==> src/rtl/uart_pkg.sv <==
// Shared UART definitions: FSM state encoding, parity selectors and default widths.
package uart_pkg;

  localparam int unsigned UART_DATA_WIDTH     = 8;
  localparam int unsigned UART_PRESCALE_WIDTH = 6;
  localparam int unsigned MIN_PRESCALE        = 2;

  localparam logic PAR_EVEN = 1'b0;
  localparam logic PAR_ODD  = 1'b1;

  typedef enum logic [2:0] {
    IDLE   = 3'd0,
    START  = 3'd1,
    DATA   = 3'd2,
    PARITY = 3'd3,
    STOP   = 3'd4
  } tx_state_e;

endpackage

==> src/rtl/uart_tx_bit_timer.sv <==
// Per-bit edge counter for the UART transmitter; latches the prescale at frame accept
// and flags the last oversampled cycle of every bit.
module uart_tx_bit_timer
  import uart_pkg::*;
#(
  parameter int unsigned PRESCALE_WIDTH = UART_PRESCALE_WIDTH
) (
  input  logic                      clk,
  input  logic                      rst,
  input  logic                      load,
  input  logic                      run,
  input  logic [PRESCALE_WIDTH-1:0] prescale,
  output logic                      bit_end_c,
  output logic                      bit_near_end_c
);

  localparam int unsigned PW = PRESCALE_WIDTH;

  logic [PW-1:0] ps_q, ps_d;
  logic [PW-1:0] edge_cnt_q, edge_cnt_d;

  assign bit_end_c      = run && (edge_cnt_q == ps_q - PW'(1));
  assign bit_near_end_c = run && (edge_cnt_q == ps_q - PW'(2));

  // Prescales below the minimum are clamped so a bit always spans at least two cycles.
  always_comb begin
    ps_d       = ps_q;
    edge_cnt_d = edge_cnt_q;
    if (load) begin
      ps_d       = (prescale < PW'(MIN_PRESCALE)) ? PW'(MIN_PRESCALE) : prescale;
      edge_cnt_d = '0;
    end else if (!run || bit_end_c) begin
      edge_cnt_d = '0;
    end else begin
      edge_cnt_d = edge_cnt_q + PW'(1);
    end
  end

  always_ff @(posedge clk) begin
    if (rst) begin
      ps_q       <= '0;
      edge_cnt_q <= '0;
    end else begin
      ps_q       <= ps_d;
      edge_cnt_q <= edge_cnt_d;
    end
  end

endmodule

==> src/rtl/uart_tx_frame_generator.sv <==
// UART transmitter: serialises one latched byte LSB-first as start, data, optional
// parity and stop, each bit held for the latched prescale count of cycles.
module uart_tx_frame_generator
  import uart_pkg::*;
#(
  parameter int unsigned DATA_WIDTH     = UART_DATA_WIDTH,
  parameter int unsigned PRESCALE_WIDTH = UART_PRESCALE_WIDTH
) (
  input  logic                      clk_based_on_prescale,
  input  logic                      rst,
  input  logic [PRESCALE_WIDTH-1:0] prescale,
  input  logic [DATA_WIDTH-1:0]     P_DATA,
  input  logic                      data_valid,
  input  logic                      PAR_EN,
  input  logic                      PAR_TYP,
  output logic                      TX_OUT,
  output logic                      busy,
  output logic                      tx_done
);

  localparam int unsigned IDX_W = (DATA_WIDTH > 1) ? $clog2(DATA_WIDTH) : 1;

  tx_state_e              state_q, state_d;
  logic [DATA_WIDTH-1:0]  data_q, data_d;
  logic                   par_en_q, par_en_d;
  logic                   par_typ_q, par_typ_d;
  logic [IDX_W-1:0]       bit_idx_q, bit_idx_d;
  logic                   tx_out_q, tx_out_d;
  logic                   busy_q, busy_d;
  logic                   tx_done_q, tx_done_d;

  logic accept_c;
  logic run_c;
  logic bit_end_c;
  logic bit_near_end_c;
  logic parity_c;

  assign run_c    = (state_q != IDLE);
  assign parity_c = (^data_d) ^ (par_typ_d == PAR_ODD);

  uart_tx_bit_timer #(
    .PRESCALE_WIDTH(PRESCALE_WIDTH)
  ) u_bit_timer (
    .clk            (clk_based_on_prescale),
    .rst            (rst),
    .load           (accept_c),
    .run            (run_c),
    .prescale       (prescale),
    .bit_end_c      (bit_end_c),
    .bit_near_end_c (bit_near_end_c)
  );

  // Next-state and latched fields; outputs are then derived from the next state so
  // the registered line changes on the same edge as the FSM.
  always_comb begin
    state_d   = state_q;
    data_d    = data_q;
    par_en_d  = par_en_q;
    par_typ_d = par_typ_q;
    bit_idx_d = bit_idx_q;
    tx_done_d = 1'b0;
    accept_c  = 1'b0;

    case (state_q)
      IDLE: begin
        if (data_valid) begin
          accept_c  = 1'b1;
          data_d    = P_DATA;
          par_en_d  = PAR_EN;
          par_typ_d = PAR_TYP;
          bit_idx_d = '0;
          state_d   = START;
        end
      end
      START: begin
        if (bit_end_c) begin
          bit_idx_d = '0;
          state_d   = DATA;
        end
      end
      DATA: begin
        if (bit_end_c) begin
          if (bit_idx_q == IDX_W'(DATA_WIDTH - 1)) begin
            state_d = par_en_q ? PARITY : STOP;
          end else begin
            bit_idx_d = bit_idx_q + IDX_W'(1);
          end
        end
      end
      PARITY: begin
        if (bit_end_c) begin
          state_d = STOP;
        end
      end
      STOP: begin
        tx_done_d = bit_near_end_c;
        if (bit_end_c) begin
          state_d = IDLE;
        end
      end
      default: state_d = IDLE;
    endcase

    tx_out_d = 1'b1;
    busy_d   = 1'b1;
    case (state_d)
      IDLE:    busy_d   = 1'b0;
      START:   tx_out_d = 1'b0;
      DATA:    tx_out_d = data_d[bit_idx_d];
      PARITY:  tx_out_d = parity_c;
      STOP:    tx_out_d = 1'b1;
      default: begin
        tx_out_d = 1'b1;
        busy_d   = 1'b0;
      end
    endcase
  end

  always_ff @(posedge clk_based_on_prescale) begin
    if (rst) begin
      state_q   <= IDLE;
      data_q    <= '0;
      par_en_q  <= 1'b0;
      par_typ_q <= 1'b0;
      bit_idx_q <= '0;
      tx_out_q  <= 1'b1;
      busy_q    <= 1'b0;
      tx_done_q <= 1'b0;
    end else begin
      state_q   <= state_d;
      data_q    <= data_d;
      par_en_q  <= par_en_d;
      par_typ_q <= par_typ_d;
      bit_idx_q <= bit_idx_d;
      tx_out_q  <= tx_out_d;
      busy_q    <= busy_d;
      tx_done_q <= tx_done_d;
    end
  end

  assign TX_OUT  = tx_out_q;
  assign busy    = busy_q;
  assign tx_done = tx_done_q;

endmodule

==> config.mk <==
export PLATFORM = sky130hd
export DESIGN_NAME = uart_tx_frame_generator
export DESIGN_NICKNAME = d
export VERILOG_FILES = /design/src/rtl/uart_pkg.sv /design/src/rtl/uart_tx_bit_timer.sv /design/src/rtl/uart_tx_frame_generator.sv
export SDC_FILE = /design/constraint.sdc
export NUM_CORES = 1
export LEC_CHECK = 0
export ABC_AREA = 0
export BUFFER_PORTS_ARGS = -buffer_cell sky130_fd_sc_hd__clkbuf_2
export CORE_MARGIN = 10
export CORE_UTILIZATION = 44
export CTS_CLUSTER_SIZE = 10
export DETAILED_ROUTE_END_ITERATION = 16
export HOLD_SLACK_MARGIN = 0.15
export MAX_ROUTING_LAYER = met4
export SLEW_MARGIN = 0
export SYNTH_ARGS = -nofsm -noshare
export SYNTH_HDL_FRONTEND = slang
export SYNTH_SLANG_ARGS = --single-unit
==> constraint.sdc <==
create_clock -name clk_based_on_prescale -period 7.83 [get_ports clk_based_on_prescale]
set_input_delay 1.566 -clock clk_based_on_prescale [delete_from_list [all_inputs] [get_ports clk_based_on_prescale]]
set_output_delay 1.566 -clock clk_based_on_prescale [all_outputs]
set_load 0.05 [all_outputs]
# == Yosys cells after proc, flatten, opt, wreduce, memory -nomap -nowiden ==
# Index checks and enable logic that the tools add are counted.
# totals
wordCells,64
reg_bits,31
# op_classes
bitwise,2
add_sub_neg,4
n_reduce_logical,11
mux,24
n_lt_le_gt_ge,2
n_eq_ne,11
# ops
cell,count
3-bit two-way mux,11
8-bit two-way mux,2
3-bit case mux with 5 select lines,1
3-bit by 2-bit == test with 1-bit output (second input constant),4
6-bit == test,2
3-bit == test (second input constant),3
3-bit case mux with 3 select lines,1
8-bit XOR reduction,1
6-bit by 1-bit adder with 6-bit output (second input constant),1
3-bit by 1-bit == test with 1-bit output (second input constant),2
6-bit by 2-bit < comparator with 1-bit output (second input constant),1
1-bit two-way mux,6
6-bit two-way mux,1
6-bit by 1-bit subtractor with 6-bit output (second input constant),1
6-bit by 2-bit subtractor with 6-bit output (second input constant),1
3-bit by 4-bit < comparator with 1-bit output (second input constant),1
4-bit OR reduction,1
3-bit by 1-bit adder with 3-bit output (second input constant),1
1-bit binary-select mux with 3-bit select,1
3-bit zero test,1
1-bit case mux with 3 select lines,1
3-bit nonzero test,1
3-bit OR reduction,1
1-bit logical AND,2
6 further kinds,6

# == Longest topological paths before layout ==
# Gate-level depths: netlist of run 1.
# logic_depth
word_depth,8
ltp_mapped,11
mapped_depth_nobuf,10

# == Hierarchy ==
# A second synthesis of run 1 with hierarchy kept.
# unflattened
cells_unflattened,194
area_unflattened_um2,1923.1
# by_module_without_submodules
mod,area_each_um2,instances,cells_per_inst,seq_area_each_um2
uart_tx_frame_generator,1173.6,1,113,380.4
uart_tx_bit_timer,749.5,1,81,240.2

# == Least setup slack after synthesis of run 1 ==
# Ideal clock, no wire load.
# synth_timing
path_kind,input-to-reg
from,input data_valid
to,"register tx_out_q, in the netlist TX_OUT"
required_ns,7.703
setup_ns,0.127
path_stages,9
t_arrival_ns,3.183
slack_ns,4.521
path_cell_list,or4b_4 buf_6 mux2i_4 xnor2_1 xnor2_2 xnor2_1 a211o_1 o41ai_2 a21oi_2
# synth_via
elab_chain_cells,5
# synth_lines
element,line_no,text
"start, declared",uart_tx_frame_generator.sv:13,"input logic data_valid,"
3-bit two-way mux or 8-bit two-way mux (tied branches),uart_tx_frame_generator.sv:66,if (data_valid) begin
3-bit case mux with 3 select lines or 8-bit two-way mux (tied branches),uart_tx_frame_generator.sv:64,case (state_q)
1-bit binary-select mux with 3-bit select or 8-bit XOR reduction (tied branches),"uart_tx_frame_generator.sv:109, uart_tx_frame_generator.sv:39",
1-bit two-way mux (not written as such) or 1-bit bitwise XOR (tied branches),"uart_tx_frame_generator.sv:109, uart_tx_frame_generator.sv:39",
1-bit case mux with 3 select lines (*),uart_tx_frame_generator.sv:106,case (state_d)
"end signal, assigned",uart_tx_frame_generator.sv:135,tx_out_q <= tx_out_d;
"end, declared",uart_tx_frame_generator.sv:28,"logic tx_out_q, tx_out_d;"
# Mark *: on every way between the ends. The rest lies on a longest branch, timed or not. The select of a mux whose other input is x is not followed.
# A chain may end at the register's enable or synchronous reset.

# == Final worst setup path of run 1 ==
# Ends and elaborated chain as after synthesis.

==> metrics.log, run 1 <==
INFO  metric status = complete, no violations
INFO  metric endpoint_kind = flop
INFO  metric post_synth_main_area_contributors = sky130_fd_sc_hd__dfxtp_1 32%, sky130_fd_sc_hd__xnor2_1 8.5%, sky130_fd_sc_hd__nand2_1 6.3%
INFO  metric yosys.area.top_type = sky130_fd_sc_hd__dfxtp_1
INFO  metric drcViolationCount = 0
INFO  metric grt_util_all_layers = 0.118
INFO  metric synth_edf_count = 0
INFO  metric synth_seq_area_share = 0.318
INFO  metric placement_rows = 24
INFO  metric worstPathRequired = 8.00 ns
INFO  metric pin_count_of_the_biggest_net_entering_global_routing = 27
INFO  metric clk_pin_slew_worst_paths = 0.07 ns
INFO  metric stdcell_area = 2150 µm²
INFO  metric overall_routed_net_length = 4200 µm
INFO  metric numCtsBuffers = 5
INFO  metric setup_ws = 4.55 ns
INFO  metric timing.critical_path.arrival = 3.45 ns
INFO  metric dp_hpwl = 3190 µm
INFO  metric avgSynthCellArea = 8.52 µm²
INFO  metric critPathSlowestCell = sky130_fd_sc_hd__or4b_4
INFO  metric timing.final.max_slew_violations = 0
INFO  metric antenna_violations_before_repair = 0
INFO  metric max_cap_violations = 0
INFO  metric nNetsFinal = 270
INFO  metric hold_violations = 0
INFO  metric synth_cell_type_count = 59
INFO  metric dieArea = 7500 µm²
INFO  metric cts-root-buf = sky130_fd_sc_hd__clkbuf_8
INFO  metric unrepaired_setup_endpoints_after_global_routing = no
INFO  metric floorplan.die.width = 86.6 µm
INFO  metric critical_path.max_fanout = 19
INFO  metric synth-warning-count = 0
INFO  metric clock_tree_from_tritoncts = yes
INFO  metric cts_resized = 0
INFO  metric avgViaCountPerCell = 5.49
INFO  metric yosysTopAreaCellShare = 0.318
INFO  metric holdBufCountCts = 0
INFO  metric worst_slew_pin_slew = 0.708 ns
INFO  metric power_density = 181 nW/µm²
INFO  metric routed_wire_length_per_instance = 14.0 µm
INFO  metric die_h = 86.6 µm
INFO  metric layoutNonFillerInstCount = 299
INFO  metric clock_insertion_delay_worst_skew = 0.28 ns
INFO  metric cts.repair_timing.setup_buffer_count = 0
INFO  metric ys.flop_type = sky130_fd_sc_hd__dfxtp_1
INFO  metric antenna_cells = 0
INFO  metric route.antenna.remaining_nets = 0
INFO  metric synth.ff_latch_count = 31
INFO  metric dr.first_iter.drc_count = 111
INFO  metric count_of_boundary_i_o_pins = 22
INFO  metric number_of_buffer_cells_added_on_primary_ports = 21
INFO  metric grtUsageMet3 = 0.0281
INFO  metric netlist_area = 1950 µm²
INFO  metric h-tree-depth = 2
INFO  metric cts.sinks = 31
INFO  metric timing.fmax = 305 MHz
INFO  metric area_growth_syn_to_layout = 9.94%
INFO  metric layout.cells.most_common = sky130_fd_sc_hd__nand2_1
INFO  metric cp_dominant_cell_by_count = sky130_fd_sc_hd__xnor2_1
INFO  metric synth_net_count = 253
INFO  metric final-setup-viol-count = 0
INFO  metric synthesis.instances = 229
INFO  metric timing.max_slew.rel_slack = 0.525
INFO  metric pre_cts_ws = 4.25 ns
INFO  metric placed_instance_count = 291
INFO  metric totalNegativeSetupSlack = 0 ns
INFO  metric grtUsageMet1 = 0.166
INFO  metric groute.layer.met2.usage = 0.162
INFO  metric cp-start-kind = input pin
INFO  metric peak_usage_layer_in_the_global_routing_report = met1
INFO  metric placed_cell_area = 2060 µm²
INFO  metric gp_congestion = 0.867
INFO  metric number_of_detailed_routing_iterations_run_before_antenna_repair = 4
INFO  metric final_layout_size_suffix_gt1_frac = 0.186
INFO  metric critPathMaxStageDelay = 0.62 ns
INFO  metric worst-setup-path-type = in2reg
INFO  metric core_area = 4320 µm²
INFO  metric hp-class = reg2reg
INFO  metric detailroute.via_count = 1641
INFO  metric grt.overflow.total = 0
INFO  metric maximum_vdd_drop = 90.4 µV
INFO  metric fin_worst_skew = 0.00562 ns
INFO  metric final_min_period_over_clock_period = 0.418
INFO  metric grt_pass1_wl = 7190 µm
INFO  metric initial_utilization = 0.451
INFO  metric clock_tree.buffer_depth = 2
INFO  metric share_of_synthesized_flip_flops_with_an_asynchronous_set_or_reset = 0
INFO  metric vias_in_the_first_global_route = 1553
INFO  metric leakage_power_of_the_design = 0.000794 µW
INFO  metric layout_common_cells = 33 x sky130_fd_sc_hd__nand2_1, 31 x sky130_fd_sc_hd__dfxtp_1, 22 x sky130_fd_sc_hd__nor2_1
INFO  metric layout_min_cycle_time = 3.28 ns
INFO  metric critical_path.cell_chain = clkbuf_2, or4b_4, mux2i_4, xnor2_1, xnor2_2, xnor2_1, a211o_1, o41ai_2, a21oi_2
INFO  metric total_power = 388 µW
-- power by group --
part           leakage (µW)  switching (µW)  internal, µW
Clock             0.0000402            64.5          61.8
Sequential         0.000253            7.90           165
Combinational      0.000501            49.2          39.3
-- layout make-up --
cell class | instances | area (µm²)
clock buffer | 5 | 68.8
fill | 463 | 2180
tap | 52 | 65.1
multi-input combinational | 177 | 1230
timing repair buffer | 21 | 105
sequential | 31 | 621
clock inverter | 3 | 20.0
inverter | 10 | 37.5
-- stage by stage --
step,hold WS (ns),util
floorplan,0.441,-
global placement,0.470,0.476
detailed placement,0.468,0.476
CTS,0.478,0.496
global route,0.494,0.496
finish,0.478,0.496
-- synth_stat cells (3+ instances only) --
cell	number
sky130_fd_sc_hd__nor4_1	3
sky130_fd_sc_hd__a21oi_1	16
sky130_fd_sc_hd__and3_1	3
sky130_fd_sc_hd__dfxtp_1	31
sky130_fd_sc_hd__xor2_1	5
sky130_fd_sc_hd__nand2_1	33
sky130_fd_sc_hd__o211ai_1	3
sky130_fd_sc_hd__nor2b_1	5
sky130_fd_sc_hd__nor2_1	22
sky130_fd_sc_hd__clkbuf_1	4
sky130_fd_sc_hd__ha_1	5
sky130_fd_sc_hd__xnor2_1	19
sky130_fd_sc_hd__inv_1	10
sky130_fd_sc_hd__nand3_1	8
sky130_fd_sc_hd__a211o_1	3
-- critical path, delay by kind of cell --
kind | cells | cell delay [ns]
simple gates | 1 | 0.62
xor+xnor | 3 | 0.46
compound gates | 3 | 0.42
mux | 1 | 0.26
buf+inv | 1 | 0.11
-- sequential cells by signal, summed over array words and instances (netlist names) --
signal	count
data_q	8
state_q	3
TX_OUT	1
par_typ_q	1
u_bit_timer.edge_cnt_q	6
busy	1
u_bit_timer.ps_q	6
par_en_q	1
tx_done	1
bit_idx_q	3
-- cell families after synthesis --
family,share of synthesized area
multiplexers,0.0391
buffers and inverters,0.0526
AO/OA/AOI/OAI,0.210
flip-flops,0.318
XOR/XNOR,0.133
adder cells (fa/ha/maj),0.0321
AND/OR/NAND/NOR,0.216
-- final timing paths --
check	slack [ns]	cells past startpoint	startpoint	endpoint
worst max register to register	4.82	10	u_bit_timer.ps_q[2]	TX_OUT
worst max-delay path	4.55	9	data_valid	TX_OUT
worst min-delay path	0.48	2	u_bit_timer.ps_q[5]	u_bit_timer.ps_q[5]
worst min register to register	0.48	2	u_bit_timer.ps_q[5]	u_bit_timer.ps_q[5]
-- per-layer routing --
layer	wire [µm]	share of wire
met1	2240	0.53
met2	1720	0.41
met3	195	0.046
met4	36	0.0086
met5	0	0
Note: power is estimated with default switching activity, not from simulation.
==> run 2, diff against run 1 <==
PLACE_DENSITY = 0.65   (was default)
clock period = 3 ns   (was 7.83 ns; I/O delays follow)
==> metrics.log, run 2 (synthesized netlist as in run 1, its figures left out) <==
INFO  metric dr.first_iter.drc_count = 88 (-21%)
INFO  metric largest_register_ff_count = 8 (unchanged)
INFO  metric maximum_vdd_drop = 268 µV (+200%)
INFO  metric initial_utilization = 0.451 (unchanged)
INFO  metric route.antenna.remaining_nets = 0 (unchanged)
INFO  metric layout.cells.most_common = sky130_fd_sc_hd__nand2_1
INFO  metric timing.max_slew.rel_slack = 0.594 (+0.0693)
INFO  metric reg.largest.list = data_q: 8 flops, u_bit_timer.edge_cnt_q: 6 flops, u_bit_timer.ps_q: 6 flops
INFO  metric clock_tree_from_tritoncts = yes
INFO  metric unrepaired_setup_endpoints_after_global_routing = no
INFO  metric rr_startpoint = u_bit_timer.ps_q[1]
INFO  metric final_layout_size_suffix_gt1_frac = 0.202 (+0.0161)
INFO  metric totalNegativeSetupSlack = 0 ns (unchanged)
INFO  metric clk_pin_slew_worst_paths = 0.07 ns (about the same)
INFO  metric vias_in_the_first_global_route = 1648 (+6.1%)
INFO  metric numCtsBuffers = 5 (unchanged)
INFO  metric power_density = 482 nW/µm² (+170%)
INFO  metric h-tree-depth = 2 (unchanged)
INFO  metric drcViolationCount = 0 (unchanged)
INFO  metric setup_ws = 0.253 ns (-4.30 ns)
INFO  metric layout_min_cycle_time = 2.75 ns
INFO  metric endpoint_kind = flop
INFO  metric overall_routed_net_length = 4360 µm (+4.0%)
INFO  metric holdBufCountCts = 0 (unchanged)
INFO  metric whs_endpoint = par_typ_q
INFO  metric worstPathRequired = 3.17 ns (-4.83 ns)
INFO  metric fin_worst_skew = 0.00363 ns (-0.00199 ns)
INFO  metric final_min_period_over_clock_period = 0.916
INFO  metric placed_cell_area = 2090 µm² (+1.8%)
INFO  metric layout_common_cells = 33 x sky130_fd_sc_hd__nand2_1, 31 x sky130_fd_sc_hd__dfxtp_1, 22 x sky130_fd_sc_hd__nor2_1
INFO  metric hold-path-cell-count = 2 (unchanged)
INFO  metric max_cap_violations = 0 (unchanged)
INFO  metric pre_cts_ws = 0.256 ns (-4.00 ns)
INFO  metric dp_hpwl = 3360 µm (+5.2%)
INFO  metric hold_violations = 0 (unchanged)
INFO  metric timing.fmax = 364 MHz
INFO  metric stdcell_area = 2200 µm² (+2.4%)
INFO  metric timing.critical_path.arrival = 2.92 ns (-0.53 ns)
INFO  metric cts.sinks = 31 (unchanged)
INFO  metric antenna_violations_before_repair = 0 (unchanged)
INFO  metric worst_r2r_path_depth = 10 (unchanged)
INFO  metric pin_count_of_the_biggest_net_entering_global_routing = 20 (-26%)
INFO  metric grt_util_all_layers = 0.131 (+0.0137)
INFO  metric cts.repair_timing.setup_buffer_count = 0 (unchanged)
INFO  metric status = complete, no violations
INFO  metric gp_congestion = 0.921 (+6.2%)
INFO  metric leakage_power_of_the_design = 0.000829 µW (+4.3%)
INFO  metric number_of_buffer_cells_added_on_primary_ports = 21 (unchanged)
INFO  metric cts_resized = 0 (unchanged)
INFO  metric number_of_detailed_routing_iterations_run_before_antenna_repair = 4 (unchanged)
INFO  metric area_growth_syn_to_layout = 12.6%
INFO  metric timing.final.max_slew_violations = 0 (unchanged)
INFO  metric grt.overflow.total = 0 (unchanged)
INFO  metric die_h = 86.6 µm (unchanged)
INFO  metric placement_rows = 24 (unchanged)
INFO  metric min-delay-start = par_typ_q
INFO  metric grt_pass1_wl = 7660 µm (+6.5%)
INFO  metric dieArea = 7500 µm² (unchanged)
INFO  metric worst-setup-path-type = reg2reg
INFO  metric clock_tree.buffer_depth = 2 (unchanged)
INFO  metric antenna_cells = 0 (unchanged)
INFO  metric detailroute.via_count = 1635 (-0.37%)
INFO  metric count_of_boundary_i_o_pins = 22 (unchanged)
INFO  metric cp-start-kind = flop
INFO  metric capture_instance_of_the_worst_register_to_register_path = TX_OUT
INFO  metric core_area = 4320 µm² (unchanged)
INFO  metric nFillCells = 453 (-2.2%)
INFO  metric rrSetupSlack = 0.25 ns (-4.57 ns)
INFO  metric clock_insertion_delay_worst_skew = 0.29 ns (about the same)
INFO  metric final-setup-viol-count = 0 (unchanged)
INFO  metric hp-class = reg2reg
INFO  metric worst_slew_pin_slew = 0.608 ns (-0.0991 ns)
INFO  metric floorplan.die.width = 86.6 µm (unchanged)
INFO  metric cts-root-buf = sky130_fd_sc_hd__clkbuf_8
INFO  metric utilization = 0.508 (+0.0122)
INFO  metric routed_wire_length_per_instance = 14.3 µm (+2.2%)
INFO  metric largest_register = data_q
INFO  metric critical_path.max_fanout = 6 (-13)
INFO  metric nNetsFinal = 275 (+1.9%)
INFO  metric avgViaCountPerCell = 5.38 (-2.0%)
[run 2: changes by cell type in the layout (fill, tap and decap cells not counted), sizes merged]
| cell | delta |
|---|---|
| buf | +5 |
| clkbuf | +2 |
| clkinv | -1 |
| clkinvlp | -1 |
[run 2: report_power, final]
group	internal [µW]	switching, µW
combinational	109	131
clock	208	160
sequential	431	20.6
total	748	311
[run 2: area by class of cell]
class	instances	area (µm²)	share of cell area
timing repair buffer	26	143	0.0649
sequential	31	621	0.282
clock inverter	1	7.51	0.00341
inverter	10	37.5	0.0171
multi-input combinational	177	1230	0.559
clock buffer	7	96.3	0.0438
tap	52	65.1	0.0296
[run 2: worst max-delay path by stage]
stage / startpoint / to / depth (start not counted)
3_3_place_gp: u_bit_timer.ps_q[2] / TX_OUT / 12
6_report: u_bit_timer.ps_q[1] / TX_OUT / 10
5_1_grt: u_bit_timer.ps_q[2] / TX_OUT / 10
3_5_place_dp: u_bit_timer.ps_q[1] / TX_OUT / 10
2_1_floorplan: u_bit_timer.ps_q[2] / TX_OUT / 10
4_1_cts: u_bit_timer.ps_q[1] / TX_OUT / 10
[run 2: metrics by stage]
| step | instances | hold slack, ns | total power, µW |
|---|---|---|---|
| 3_3_place_gp | 296 | 0.457 | 700 |
| 3_5_place_dp | 296 | 0.460 | 702 |
| 5_1_grt | 304 | 0.504 | 1120 |
| 4_1_cts | 304 | 0.470 | 1070 |
| 6_report | 304 | 0.466 | 1060 |
| 2_1_floorplan | 229 | 0.441 | 649 |
[run 2: critical path: stages, from the launching register on]
cell and delay (ns):
sky130_fd_sc_hd__dfxtp_1 0.38, sky130_fd_sc_hd__inv_1 0.10, sky130_fd_sc_hd__ha_1 0.23, sky130_fd_sc_hd__xnor2_1 0.15, sky130_fd_sc_hd__a211oi_2 0.27, sky130_fd_sc_hd__and2_1 0.30
sky130_fd_sc_hd__a41oi_2 0.21, sky130_fd_sc_hd__or3_1 0.45, sky130_fd_sc_hd__o211a_1 0.26, sky130_fd_sc_hd__o41ai_2 0.24, sky130_fd_sc_hd__a21oi_2 0.04
[run 2: layer usage]
metal  vias up  track usage  wire (µm)
met5         -            -          0
met4         0       0.0589         95
met3         9       0.0450        228
met2        32        0.189       1880
met1       731        0.161       2160
li1        863            -          -
==> run 3, diff against run 2 <==
ABC_AREA = 1   (was 0)
CORE_MARGIN = 2   (was 10)
PLACE_DENSITY = default   (was 0.65)
==> metrics.log, run 3 <==
INFO  metric timing.max_slew.rel_slack = 0.665 (+0.0706)
INFO  metric cts.sinks = 31 (unchanged)
INFO  metric synth_cell_type_count = 36 (-39%)
INFO  metric share_of_synthesized_flip_flops_with_an_asynchronous_set_or_reset = 0 (unchanged)
INFO  metric number_of_detailed_routing_iterations_run_before_antenna_repair = 4 (unchanged)
INFO  metric ys.flop_type = sky130_fd_sc_hd__dfxtp_1
INFO  metric reg.largest.list = data_q: 8 flops, u_bit_timer.edge_cnt_q: 6 flops, u_bit_timer.ps_q: 6 flops
INFO  metric timing.critical_path.arrival = 2.72 ns (-0.20 ns)
INFO  metric h-tree-depth = 2 (unchanged)
INFO  metric power_density = 473 nW/µm² (-1.8%)
INFO  metric clock_tree_from_tritoncts = yes
INFO  metric grt.overflow.total = 0 (unchanged)
INFO  metric final_min_period_over_clock_period = 0.859 (-0.0569)
INFO  metric cts.repair_timing.setup_buffer_count = 0 (unchanged)
INFO  metric yosys.area.top_type = sky130_fd_sc_hd__dfxtp_1
INFO  metric layout_common_cells = 83 x sky130_fd_sc_hd__nand2_1, 42 x sky130_fd_sc_hd__inv_1, 36 x sky130_fd_sc_hd__nand3_1
INFO  metric maximum_vdd_drop = 300 µV (+12%)
INFO  metric numCtsBuffers = 5 (unchanged)
INFO  metric dp_hpwl = 3630 µm (+8.2%)
INFO  metric antenna_cells = 0 (unchanged)
INFO  metric grt_util_all_layers = 0.198 (+0.0666)
INFO  metric nNetsFinal = 356 (+29%)
INFO  metric final_layout_size_suffix_gt1_frac = 0.147 (-0.0552)
INFO  metric worst-setup-path-type = reg2reg
INFO  metric synthesis.instances = 308 (+34%)
INFO  metric worstPathRequired = 3.15 ns (-0.02 ns)
INFO  metric yosysTopAreaCellShare = 0.302 (-0.0161)
INFO  metric leakage_power_of_the_design = 0.00111 µW (+34%)
INFO  metric overall_routed_net_length = 4670 µm (+7.0%)
INFO  metric endpoint_kind = flop
INFO  metric cts-root-buf = sky130_fd_sc_hd__clkbuf_8
INFO  metric drcViolationCount = 0 (unchanged)
INFO  metric avgSynthCellArea = 6.67 µm² (-22%)
INFO  metric placed_instance_count = 377 (+27%)
INFO  metric crit_family = simple AND/OR/NAND/NOR gates
INFO  metric critPathMaxStageDelay = 0.41 ns (-0.04 ns)
INFO  metric area_growth_syn_to_layout = 11.4%
INFO  metric hp-class = reg2reg
INFO  metric final-setup-viol-count = 0 (unchanged)
INFO  metric placed_cell_area = 2190 µm² (+4.6%)
INFO  metric die_h = 72.4 µm (-16%)
INFO  metric cp_num_buf_inv = 3 (+2)
INFO  metric placement_rows = 24 (unchanged)
INFO  metric holdBufCountCts = 0 (unchanged)
INFO  metric layout_min_cycle_time = 2.58 ns (-0.171 ns)
INFO  metric layout.cells.most_common = sky130_fd_sc_hd__nand2_1
INFO  metric netlist_area = 2060 µm² (+5.3%)
INFO  metric status = complete, no violations
INFO  metric synth_edf_count = 0 (unchanged)
INFO  metric timing.final.max_slew_violations = 0 (unchanged)
INFO  metric clk_pin_slew_worst_paths = 0.07 ns (about the same)
INFO  metric vias_in_the_first_global_route = 1800 (+9.2%)
INFO  metric grt_pass1_wl = 7960 µm (+4.0%)
INFO  metric route.antenna.remaining_nets = 0 (unchanged)
INFO  metric detailroute.via_count = 1953 (+19%)
INFO  metric synth-warning-count = 0 (unchanged)
INFO  metric post_synth_main_area_contributors = sky130_fd_sc_hd__dfxtp_1 30%, sky130_fd_sc_hd__nand2_1 15%, sky130_fd_sc_hd__nand3_1 8.8%
INFO  metric critPathSlowestCell = sky130_fd_sc_hd__dfxtp_1
INFO  metric antenna_violations_before_repair = 0 (unchanged)
INFO  metric synth.ff_latch_count = 31 (unchanged)
INFO  metric dr.first_iter.drc_count = 107 (+22%)
INFO  metric worst_slew_pin_slew = 0.490 ns (-0.119 ns)
INFO  metric dieArea = 5230 µm² (-30%)
INFO  metric gp_congestion = 0.943 (+2.4%)
INFO  metric max_cap_violations = 0 (unchanged)
INFO  metric layoutNonFillerInstCount = 385 (+27%)
INFO  metric hold_violations = 0 (unchanged)
INFO  metric floorplan.die.width = 72.4 µm (-16%)
INFO  metric largest_register = data_q
INFO  metric unrepaired_setup_endpoints_after_global_routing = no
INFO  metric timing.fmax = 388 MHz (+6.6%)
INFO  metric clock_insertion_delay_worst_skew = 0.28 ns (about the same)
INFO  metric stdcell_area = 2290 µm² (+4.2%)
INFO  metric clock_tree.buffer_depth = 2 (unchanged)
INFO  metric cts_resized = 0 (unchanged)
INFO  metric routed_wire_length_per_instance = 12.1 µm (-15%)
INFO  metric number_of_buffer_cells_added_on_primary_ports = 21 (unchanged)
INFO  metric core_area = 4410 µm² (+2.1%)
INFO  metric synth_net_count = 332 (+31%)
INFO  metric synth_top_cells_by_count = 83 x sky130_fd_sc_hd__nand2_1, 42 x sky130_fd_sc_hd__inv_1, 36 x sky130_fd_sc_hd__nand3_1
INFO  metric critical_path.cell_chain = inv_1, ha_1, inv_1, nand2_1, nand2_1, nor2_1, nand2_1, nor2_1, nand4_1, inv_1, a21oi_1, nand3_1, nand3_1, o21ai_0, o21ai_0
INFO  metric largest_register_ff_count = 8 (unchanged)
INFO  metric totalNegativeSetupSlack = 0 ns (unchanged)
INFO  metric critical_path.max_fanout = 6 (unchanged)
INFO  metric count_of_boundary_i_o_pins = 22 (unchanged)
INFO  metric avgViaCountPerCell = 5.07 (-5.7%)
INFO  metric pin_count_of_the_biggest_net_entering_global_routing = 31 (+55%)
INFO  metric initial_utilization = 0.466 (+0.0143)
INFO  metric synthMostInstantiatedCell = sky130_fd_sc_hd__nand2_1
INFO  metric synth_seq_area_share = 0.302 (-0.0161)
INFO  metric fin_worst_skew = 0.0108 ns (+0.00720 ns)
INFO  metric cp-start-kind = flop
## run 3: cell count changes in the layout (fill, tap and decap cells not counted), moves of 5 or more
cell and change:
sky130_fd_sc_hd__nand2_1 +50, sky130_fd_sc_hd__inv_1 +32, sky130_fd_sc_hd__nand3_1 +28, sky130_fd_sc_hd__xnor2_1 -14, sky130_fd_sc_hd__nor2_1 +11, sky130_fd_sc_hd__o21ai_0 +9, sky130_fd_sc_hd__a21oi_1 -5, sky130_fd_sc_hd__nor2b_1 -5
sky130_fd_sc_hd__o21ai_2 +5
## run 3: cell type report
type	instances	area [µm²]
clock buffer	8	100
fill	468	2120
inverter	45	170
multi-input combinational	227	1220
sequential	31	621
tap	52	65.1
timing repair buffer	22	113
## run 3: kinds of logic after synthesis
logic type                 synth area share
and+or+nand+nor                       0.351
buffers and inverters                 0.103
AOI/OAI and AO/OA                     0.145
DFF                                   0.302
xor gates and xnor gates             0.0627
adders and majority gates            0.0304
muxes                               0.00487
## run 3: power breakdown
group	internal (µW)	switching, µW	total [µW]
clock	209	150	360
sequential	434	14.1	448
combinational	102	174	276
total	745	339	1080
## run 3: per-stage QoR
stage          worst slack, ns  utilization  hold WS (ns)  total power [µW]
2_1_floorplan            0.935            -         0.430               678
3_3_place_gp             0.388        0.496         0.443               729
3_5_place_dp             0.450        0.496         0.460               730
4_1_cts                  0.427        0.519         0.476              1100
5_1_grt                 0.0735        0.519         0.512              1160
6_report                 0.424        0.519         0.472              1080
## run 3: per-layer routing
metal,global-route usage,part of all wire,routed length [µm],vias to the layer above
li1,-,-,-,1041
met1,0.277,0.53,2460,862
met2,0.285,0.42,1970,46
met3,0.0417,0.041,191,4
met4,0.0608,0.011,50,0
met5,-,0,0,-
## run 3: worst paths after layout
kind                        startpoint                        end  slack [ns]  depth (start not counted)
min reg2reg  u_bit_timer.edge_cnt_q[0]  u_bit_timer.edge_cnt_q[0]        0.47                          1
max                u_bit_timer.ps_q[1]                       busy        0.42                         15
min          u_bit_timer.edge_cnt_q[0]  u_bit_timer.edge_cnt_q[0]        0.47                          1
max reg2reg        u_bit_timer.ps_q[1]                       busy        0.42                         15
